`src/rtl/branch_ctrl_pkg.sv`:
```
// Shared types and constants for the ID-stage branch hazard controller.
package branch_ctrl_pkg;

  localparam int CNT_W_DEF = 16;
  localparam int REG_AW    = 5;

  // Producer stages checked against the ID-stage sources
  localparam int NUM_STG = 2;
  localparam int STG_EX  = 0;
  localparam int STG_MEM = 1;

  typedef enum logic {
    IDLE = 1'b0,
    HOLD = 1'b1
  } state_e;

endpackage

```
`src/rtl/branch_hazard_ctrl_hazard_match.sv`:
```
// Detects that one producer stage writes a register the ID stage is reading.
module hazard_match
  import branch_ctrl_pkg::*;
(
  input  logic              reg_write_i,
  input  logic [REG_AW-1:0] rd_i,
  input  logic [REG_AW-1:0] rs1_i,
  input  logic [REG_AW-1:0] rs2_i,
  output logic              match_o
);

  // x0 is hardwired to zero, so writes to it never create a dependency
  assign match_o = reg_write_i && (rd_i != '0) && ((rd_i == rs1_i) || (rd_i == rs2_i));

endmodule

```
`src/rtl/branch_hazard_ctrl.sv`:
```
// Stall/flush control for branches resolved in ID, with saturating
// statistics counters for branches, taken branches and stall cycles.
module branch_hazard_ctrl
  import branch_ctrl_pkg::*;
#(
  parameter int CNT_W = CNT_W_DEF
) (
  input  logic              clk_i,
  input  logic              rst_i,
  input  logic              start_i,
  input  logic              ID_Branch_i,
  input  logic [REG_AW-1:0] ID_RS1addr_i,
  input  logic [REG_AW-1:0] ID_RS2addr_i,
  input  logic              ID_branch_ctr_i,
  input  logic              EX_RegWrite_i,
  input  logic              EX_MemRead_i,
  input  logic [REG_AW-1:0] EX_RDaddr_i,
  input  logic              MEM_RegWrite_i,
  input  logic              MEM_MemRead_i,
  input  logic [REG_AW-1:0] MEM_RDaddr_i,
  output logic              PCWrite_o,
  output logic              IFID_Write_o,
  output logic              IDEX_Bubble_o,
  output logic              IFID_Flush_o,
  output logic              PCSrc_o,
  output logic [CNT_W-1:0]  br_cnt_o,
  output logic [CNT_W-1:0]  taken_cnt_o,
  output logic [CNT_W-1:0]  stall_cnt_o
);

  logic [NUM_STG-1:0]             stg_reg_write;
  logic [NUM_STG-1:0][REG_AW-1:0] stg_rd;
  logic [NUM_STG-1:0]             stg_match;

  assign stg_reg_write = {MEM_RegWrite_i, EX_RegWrite_i};
  assign stg_rd        = {MEM_RDaddr_i, EX_RDaddr_i};

  generate
    for (genvar gi = 0; gi < NUM_STG; gi++) begin : g_stage
      hazard_match u_match (
        .reg_write_i (stg_reg_write[gi]),
        .rd_i        (stg_rd[gi]),
        .rs1_i       (ID_RS1addr_i),
        .rs2_i       (ID_RS2addr_i),
        .match_o     (stg_match[gi])
      );
    end
  endgenerate

  state_e           state_q, state_d;
  logic [CNT_W-1:0] br_cnt_q, br_cnt_d;
  logic [CNT_W-1:0] taken_cnt_q, taken_cnt_d;
  logic [CNT_W-1:0] stall_cnt_q, stall_cnt_d;

  logic run;
  logic haz_br_ex_load;
  logic haz_br_ex_alu;
  logic haz_br_mem_load;
  logic haz_nb_ex_load;
  logic hazard;
  logic stall;
  logic br_resolve;

  function automatic logic [CNT_W-1:0] sat_inc(input logic [CNT_W-1:0] v, input logic en);
    return (en && (v != {CNT_W{1'b1}})) ? v + CNT_W'(1) : v;
  endfunction

  // Holding rst_i low also forces the free-running control pattern
  assign run = start_i && rst_i;

  assign haz_br_ex_load  = ID_Branch_i  && stg_match[STG_EX]  && EX_MemRead_i;
  assign haz_br_ex_alu   = ID_Branch_i  && stg_match[STG_EX]  && !EX_MemRead_i;
  assign haz_br_mem_load = ID_Branch_i  && stg_match[STG_MEM] && MEM_MemRead_i;
  assign haz_nb_ex_load  = !ID_Branch_i && stg_match[STG_EX]  && EX_MemRead_i;
  assign hazard = haz_br_ex_load || haz_br_ex_alu || haz_br_mem_load || haz_nb_ex_load;

  always_comb begin
    state_d       = IDLE;
    stall         = 1'b0;
    br_resolve    = 1'b0;
    PCWrite_o     = 1'b1;
    IFID_Write_o  = 1'b1;
    IDEX_Bubble_o = 1'b0;
    IFID_Flush_o  = 1'b0;
    PCSrc_o       = 1'b0;

    if (run) begin
      case (state_q)
        IDLE: begin
          stall = hazard;
          // A branch waiting on a load still in EX needs the data two cycles later
          if (haz_br_ex_load) state_d = HOLD;
        end
        HOLD: begin
          stall   = 1'b1;
          state_d = IDLE;
        end
        default: state_d = IDLE;
      endcase
    end

    if (stall) begin
      PCWrite_o     = 1'b0;
      IFID_Write_o  = 1'b0;
      IDEX_Bubble_o = 1'b1;
    end else if (run && ID_Branch_i) begin
      br_resolve = 1'b1;
      if (ID_branch_ctr_i) begin
        PCSrc_o      = 1'b1;
        IFID_Flush_o = 1'b1;
      end
    end

    br_cnt_d    = sat_inc(br_cnt_q, br_resolve);
    taken_cnt_d = sat_inc(taken_cnt_q, br_resolve && ID_branch_ctr_i);
    stall_cnt_d = sat_inc(stall_cnt_q, stall);
  end

  always_ff @(posedge clk_i or negedge rst_i) begin
    if (!rst_i) begin
      state_q     <= IDLE;
      br_cnt_q    <= '0;
      taken_cnt_q <= '0;
      stall_cnt_q <= '0;
    end else begin
      state_q     <= state_d;
      br_cnt_q    <= br_cnt_d;
      taken_cnt_q <= taken_cnt_d;
      stall_cnt_q <= stall_cnt_d;
    end
  end

  assign br_cnt_o    = br_cnt_q;
  assign taken_cnt_o = taken_cnt_q;
  assign stall_cnt_o = stall_cnt_q;

endmodule

```
`config.mk`:
```
export PLATFORM = sky130hd
export DESIGN_NAME = branch_hazard_ctrl
export DESIGN_NICKNAME = d
export VERILOG_FILES = /design/src/rtl/branch_ctrl_pkg.sv /design/src/rtl/branch_hazard_ctrl_hazard_match.sv /design/src/rtl/branch_hazard_ctrl.sv
export SDC_FILE = /design/constraint.sdc
export NUM_CORES = 1
export LEC_CHECK = 0
export CELL_PAD_IN_SITES_DETAIL_PLACEMENT = 1
export CELL_PAD_IN_SITES_GLOBAL_PLACEMENT = 1
export CORE_AREA = 2 2 88 90
export DETAILED_ROUTE_END_ITERATION = 6
export DIE_AREA = 0 0 90 92
export GPL_TIMING_DRIVEN = 0
export PLACE_DENSITY_LB_ADDON = 0.1
export SLEW_MARGIN = 10
export SYNTH_ARGS = -nofsm -noshare
export SYNTH_HDL_FRONTEND = slang
export SYNTH_SLANG_ARGS = --single-unit
```
`constraint.sdc`:
```
create_clock -name clk_i -period 5.35 [get_ports clk_i]
set_input_delay 0.535 -clock clk_i [delete_from_list [all_inputs] [get_ports clk_i]]
set_output_delay 0.535 -clock clk_i [all_outputs]
set_load 0.02 [all_outputs]
```
### Word level (Yosys, flattened, before mapping)

Index checks and enable logic that the tools add are counted.

| cells by class | value |
|---|---|
| add/sub/neg operators | 3 |
| reductions and logical operators | 26 |
| eq/ne operators | 7 |
| bitwise gates (word level) | 1 |
| $lt $le $gt $ge | 0 |
| divide/modulo/power cells | 0 |
| multipliers | 0 |
| muxes and demuxes | 12 |
| shifts and indexed selects | 0 |

Operators with widths:

| kind | number |
|---|---|
| 16-bit by 1-bit adder with 16-bit output, second input constant | 3 |
| 16-bit inequality test, second input constant | 3 |
| 5-bit == test | 4 |
| 1-bit logical AND | 17 |
| 1-bit two-way mux | 10 |
| 5-bit nonzero test | 2 |
| 1-bit logical OR | 5 |
| 1-bit case mux with 2 select lines | 2 |
| 1-bit logical NOT | 2 |
| 1-bit NOT | 1 |

| word-level totals | value |
|---|---|
| word-level logic and storage cells | 53 |
| ROM bits | 0 |
| bits of input ports | 29 |
| output and inout bits | 53 |
| bits in writable memories | 0 |
| bits in latches | 0 |
| memories kept | 0 |
| register bits | 49 |

### Depth between registers and ports, before layout

| depth | value |
|---|---|
| depth in word-level cells | 13 |
| depth in mapped cells | 9 |
| mapped depth without buffers | 7 |

### By module

From an unflattened synthesis, not the netlist that was laid out.

| second synthesis, totals | value |
|---|---|
| cell total of the unflattened synthesis | 251 |
| area total of the unflattened synthesis | 2633.8 µm² |

Modules (own cells, without submodules):

| module | instances | area an instance (µm²) | seq. area each (µm²) | cells each |
|---|---|---|---|---|
| branch_hazard_ctrl | 1 | 2383.5 | 1226.2 | 217 |
| hazard_match | 2 | 125.1 | 0.0 | 17 |

### Worst setup path before layout

OpenSTA, ideal clock, no wires.

| timing | value |
|---|---|
| kind | input-to-output |
| from | input port EX_RDaddr_i[0] |
| to | output port PCWrite_o |
| setup slack | 2607 ps |
| cell stages on the path | 7 |
| required time | 4815 ps |
| buffers on the path | 2 |
| arrival | 2208 ps |
| path through | or4_1 -> o21ai_1 -> o21bai_2 -> o221ai_1 -> clkbuf_1 -> nand2_1 -> buf_4 |

| on the way | value |
|---|---|
| word-level cells in the longest chain between the ends | 11 |
| elaborated cells on any way between the ends | 17 |
| classes of those cells | eq/ne: 2; mux: 3; reduce/logical: 12 |

RTL lines:

| what | line | text |
|---|---|---|
| start: declaration | branch_hazard_ctrl.sv:17 | `input logic [REG_AW-1:0] EX_RDaddr_i,` |
| 5-bit == test or 5-bit nonzero test (tied branches) | branch_hazard_ctrl_hazard_match.sv:13 | `assign match_o = reg_write_i && (rd_i != '0) && ((rd_i == rs1_i) \|\| (rd_i == rs2_i));` |
| 1-bit logical OR or 1-bit logical AND (tied branches) | branch_hazard_ctrl_hazard_match.sv:13 |  |
| 1-bit logical AND * | branch_hazard_ctrl_hazard_match.sv:13 |  |
| 1-bit logical AND | branch_hazard_ctrl.sv:71, branch_hazard_ctrl.sv:72 |  |
| 1-bit logical AND (on tied branches) | branch_hazard_ctrl.sv:71, branch_hazard_ctrl.sv:72 |  |
| 1-bit logical OR (2 in series) | branch_hazard_ctrl.sv:75 | `assign hazard = haz_br_ex_load \|\| haz_br_ex_alu \|\| haz_br_mem_load \|\| haz_nb_ex_load;` |
| 1-bit logical OR * | branch_hazard_ctrl.sv:75 |  |
| 1-bit case mux with 2 select lines * | branch_hazard_ctrl.sv:88 | `case (state_q)` |
| 1-bit two-way mux * | branch_hazard_ctrl.sv:87 | `if (run) begin` |
| 1-bit two-way mux * | - |  |
| end: declaration | branch_hazard_ctrl.sv:21 | `output logic PCWrite_o,` |

Every way passes the cells marked *; elsewhere a longest branch is shown, timed or not.

### Worst setup path in the final report

| timing | value |
|---|---|
| from | input port MEM_RDaddr_i[0] |
| to | output port PCWrite_o |

| on the way | value |
|---|---|
| word-level cells in the longest chain between the ends | 10 |
| elaborated cells on any way between the ends | 13 |
| classes of those cells | eq/ne: 2; mux: 3; reduce/logical: 8 |

RTL lines:

| what | line | text |
|---|---|---|
| start: declaration | branch_hazard_ctrl.sv:20 | `input logic [REG_AW-1:0] MEM_RDaddr_i,` |
| 5-bit == test or 5-bit nonzero test (tied branches) | branch_hazard_ctrl_hazard_match.sv:13 |  |
| 1-bit logical OR or 1-bit logical AND (tied branches) | branch_hazard_ctrl_hazard_match.sv:13 |  |
| 1-bit logical AND * | branch_hazard_ctrl_hazard_match.sv:13 |  |
| 1-bit logical AND * (2 in series) | branch_hazard_ctrl.sv:73 | `assign haz_br_mem_load = ID_Branch_i && stg_match[STG_MEM] && MEM_MemRead_i;` |
| 1-bit logical OR * (2 in series) | branch_hazard_ctrl.sv:75 |  |
| 1-bit case mux with 2 select lines * | branch_hazard_ctrl.sv:88 |  |
| 1-bit two-way mux * | branch_hazard_ctrl.sv:87 |  |
| 1-bit two-way mux * | branch_hazard_ctrl.sv:102 | `if (stall) begin` |

Marked as above.

==> results.toml <==
[placement]
place_congestion = 0.762
hpwl_um = 5450
place.detailed.instances = 449
dpl-instance-area_mm2 = 0.00367
numPortBuffers = 81

[yosys]
mappedNetlistNets = 297
synth-edff-count = 0
synth_top_area_cell = "dfrtp_1"
synthMostInstantiatedCell = "dfrtp_1"
synth.cell_area_mm2 = 0.00272
synth.top_cell.area_share = 0.451
synth_async_sr_flop_share = 1.00
synth-seq-area-share = 0.451
yosys_warnings = 0
synth_top_cells_by_count = "dfrtp_1, xor2_1, nor3_1, nand2_1, nand3_1"
syn-instance-count = 265
synth_flop_cell = "dfrtp_1"
synth.top_cells.by_area = "dfrtp_1, xor2_1, xnor2_1"
yosysUniqueCellTypes = 39
synthesis.area_per_instance_um2 = 10.3
yosys_register_bits = 49

[die]
floorplan.die_area_mm2 = 0.00828
cell_rows = 32
ioPinCount = 82
fp.coreArea_mm2 = 0.00745
chipWidth_um = 90
initial_utilization = 0.365
chipHeight_um = 92

[clock_tree]
clock_path_buffers = 2
clock_tree.root_cell = "clkbuf_8"
clk_pin_slew_ns = 0.09
cts_num_sinks = 49
clock_tree_from_tritoncts = "built"
clock_insertion_delay_worst_skew_ns = 0.30
ctsHtreeMaxLevel = 2
postCtsSetupRepairBufs = 0
quantity_of_hold_fixing_buffers_added_after_cts = 0
cts_resized = 0
cts_buffers = 5

[sta]
measured_slew_at_the_worst_slew_check_pin_ns = 0.633
period_minus_slack_ns = 4.01
slew_viol_final = 0
max_slew_margin = 0.578
timing_hold_violations_final = 0
rsz_0062_raised_after_global_routing = "no"
layout_worst_path_cycle_share = 0.749
skew_ns = 0.00892
finalSetupViolations = 0
max_freq_ghz = 0.249
fin_hold_ws_ns = 0.191

[finish]
drive_above_1_share = 0.0819
finish.instance_area_mm2 = 0.00378
layout-area-overhead-vs-synth_pct = 38.9
design.final.nets = 386
postLayoutCoreUtil = 0.507
n_antenna_cell = 0
final_instance_count_excl_fillers = 456

[power]
p_leak_nw = 1.66
max-vdd-ir-drop_v = 0.000155
power_density_mw_per_mm2 = 258
post-layout-total-power_mw = 0.975

[drt]
detailedRoute.firstPassIterationCount = 4
routedWlPerCell_um = 15.7
vias = 2288
top_signal_layer_used = "met4"
drcViolationCount = 0
wl_um = 7150
met3RoutedLength_um = 273
detailedRoute.firstIterationViolations = 52
final_antenna_net_count = 0
routed_metal_1_wirelength_um = 3370
viasPerCell = 5.02
wl_met2_um = 3470

[grt]
grt_pass1_vias = 2459
grt_max_degree = 32
antenna_found_initial = 0
grt_first_pass_wirelength_um = 12400
global_route.overflow_total = 0
grt_util_all_layers = 0.183

[setup_path]
worstPathArrival_ns = 3.47
setup.worst_path.start_class = "primary input"
worstPathMaxFanout = 10
setup.worst_path.class = "in -> out"
timing.critical_path.required_ns = 4.82
worstSetupEndpointType = "primary output"

[job]
maxCapViolations = 0

[run_status]
outcome = "finished clean"

[hold_path]
worst_min_delay_path_class = "in -> async"
## power by group
part | internal [mW] | leakage (nW) | switching (mW)
Combinational | 0.130 | 0.945 | 0.127
Sequential | 0.409 | 0.658 | 0.0525
Clock | 0.136 | 0.0540 | 0.121
Total | 0.674 | 1.66 | 0.301
## metrics by stage
step	setup slack, ns	setup TNS [ns]
CTS	1.30	0
finish	1.34	0
detailed placement	1.30	0
global route	1.08	0
floorplan	2.61	0
global placement	-0.117	-0.148
## state kept, by name, summed over array words and instances, names as in the netlist
register and flops:
taken_cnt_o 16, state_q 1, br_cnt_o 16, stall_cnt_o 16
## kinds of logic (layout without fill, tap and decap cells)
logic type | count (synthesis) | count (layout) | share of synthesized area
AO/OA/AOI/OAI | 11 | 11 | 0.0386
multiplexers | 4 | 4 | 0.0166
adder cells (fa/ha/maj) | 3 | 3 | 0.0138
buffers and inverters | 19 | 108 | 0.0326
flip-flops | 49 | 49 | 0.451
XOR/XNOR | 63 | 63 | 0.203
AND/OR/NAND/NOR | 116 | 116 | 0.245
## worst paths after layout
| path | startpoint | depth (start not counted) | slack, ns | end |
|---|---|---|---|---|
| max reg2reg | stall_cnt_o[0]$_DFFE_PN0P_ | 9 | 2.98 | stall_cnt_o[1]$_DFFE_PN0P_ |
| min in group clk_i | taken_cnt_o[9]$_DFFE_PN0P_ | 1 | 0.50 | taken_cnt_o[9]$_DFFE_PN0P_ |
| max | MEM_RDaddr_i[0] | 8 | 1.34 | PCWrite_o |
| min | rst_i | 1 | 0.19 | stall_cnt_o[15]$_DFFE_PN0P_ |
| min reg2reg | taken_cnt_o[9]$_DFFE_PN0P_ | 1 | 0.50 | taken_cnt_o[9]$_DFFE_PN0P_ |
| max in group asynchronous | rst_i | 2 | 4.62 | br_cnt_o[0]$_DFFE_PN0P_ |
## final cells by class
cell class	instances	area, µm²
multi-input cells	197	1410
repair buffers	82	826
well taps	102	128
clock buffers	5	68.8
clock inverters	2	35.0
inverters	7	26.3
flip-flops and latches	49	1230
fillers	857	3670
plain buffers	12	62.6
## critical path: stages
cell and delay, ns:
clkdlybuf4s50_1 0.47, or4_1 0.56, o2111ai_1 0.32, o221ai_1 0.35, clkbuf_1 0.34, nand2_1 0.18
buf_4 0.12, clkdlybuf4s50_1 0.59
## placed cells by master, fill, tap and decap left out, types with 2 or more instances in the layout
cell type / count
clkbuf_1: 5
nand3b_1: 2
xor2_1: 47
buf_4: 2
ha_1: 3
or4_1: 2
nand3_1: 19
nand4_1: 10
nor2_1: 12
mux2_2: 4
nor3_1: 22
clkbuf_8: 5
buf_2: 3
buf_1: 2
nor4_2: 8
and4_1: 2
inv_1: 7
nand2_1: 19
clkdlybuf4s50_1: 80
a22oi_1: 2
dfrtp_1: 49
xnor2_1: 16
and3_1: 12
## per-layer routing
metal,track usage,up-vias
li1,-,1103
met2,0.302,46
met4,0.0346,0
met1,0.253,1135
met3,0.0370,4
met5,0,-
Power figures use the tool's default switching activity.
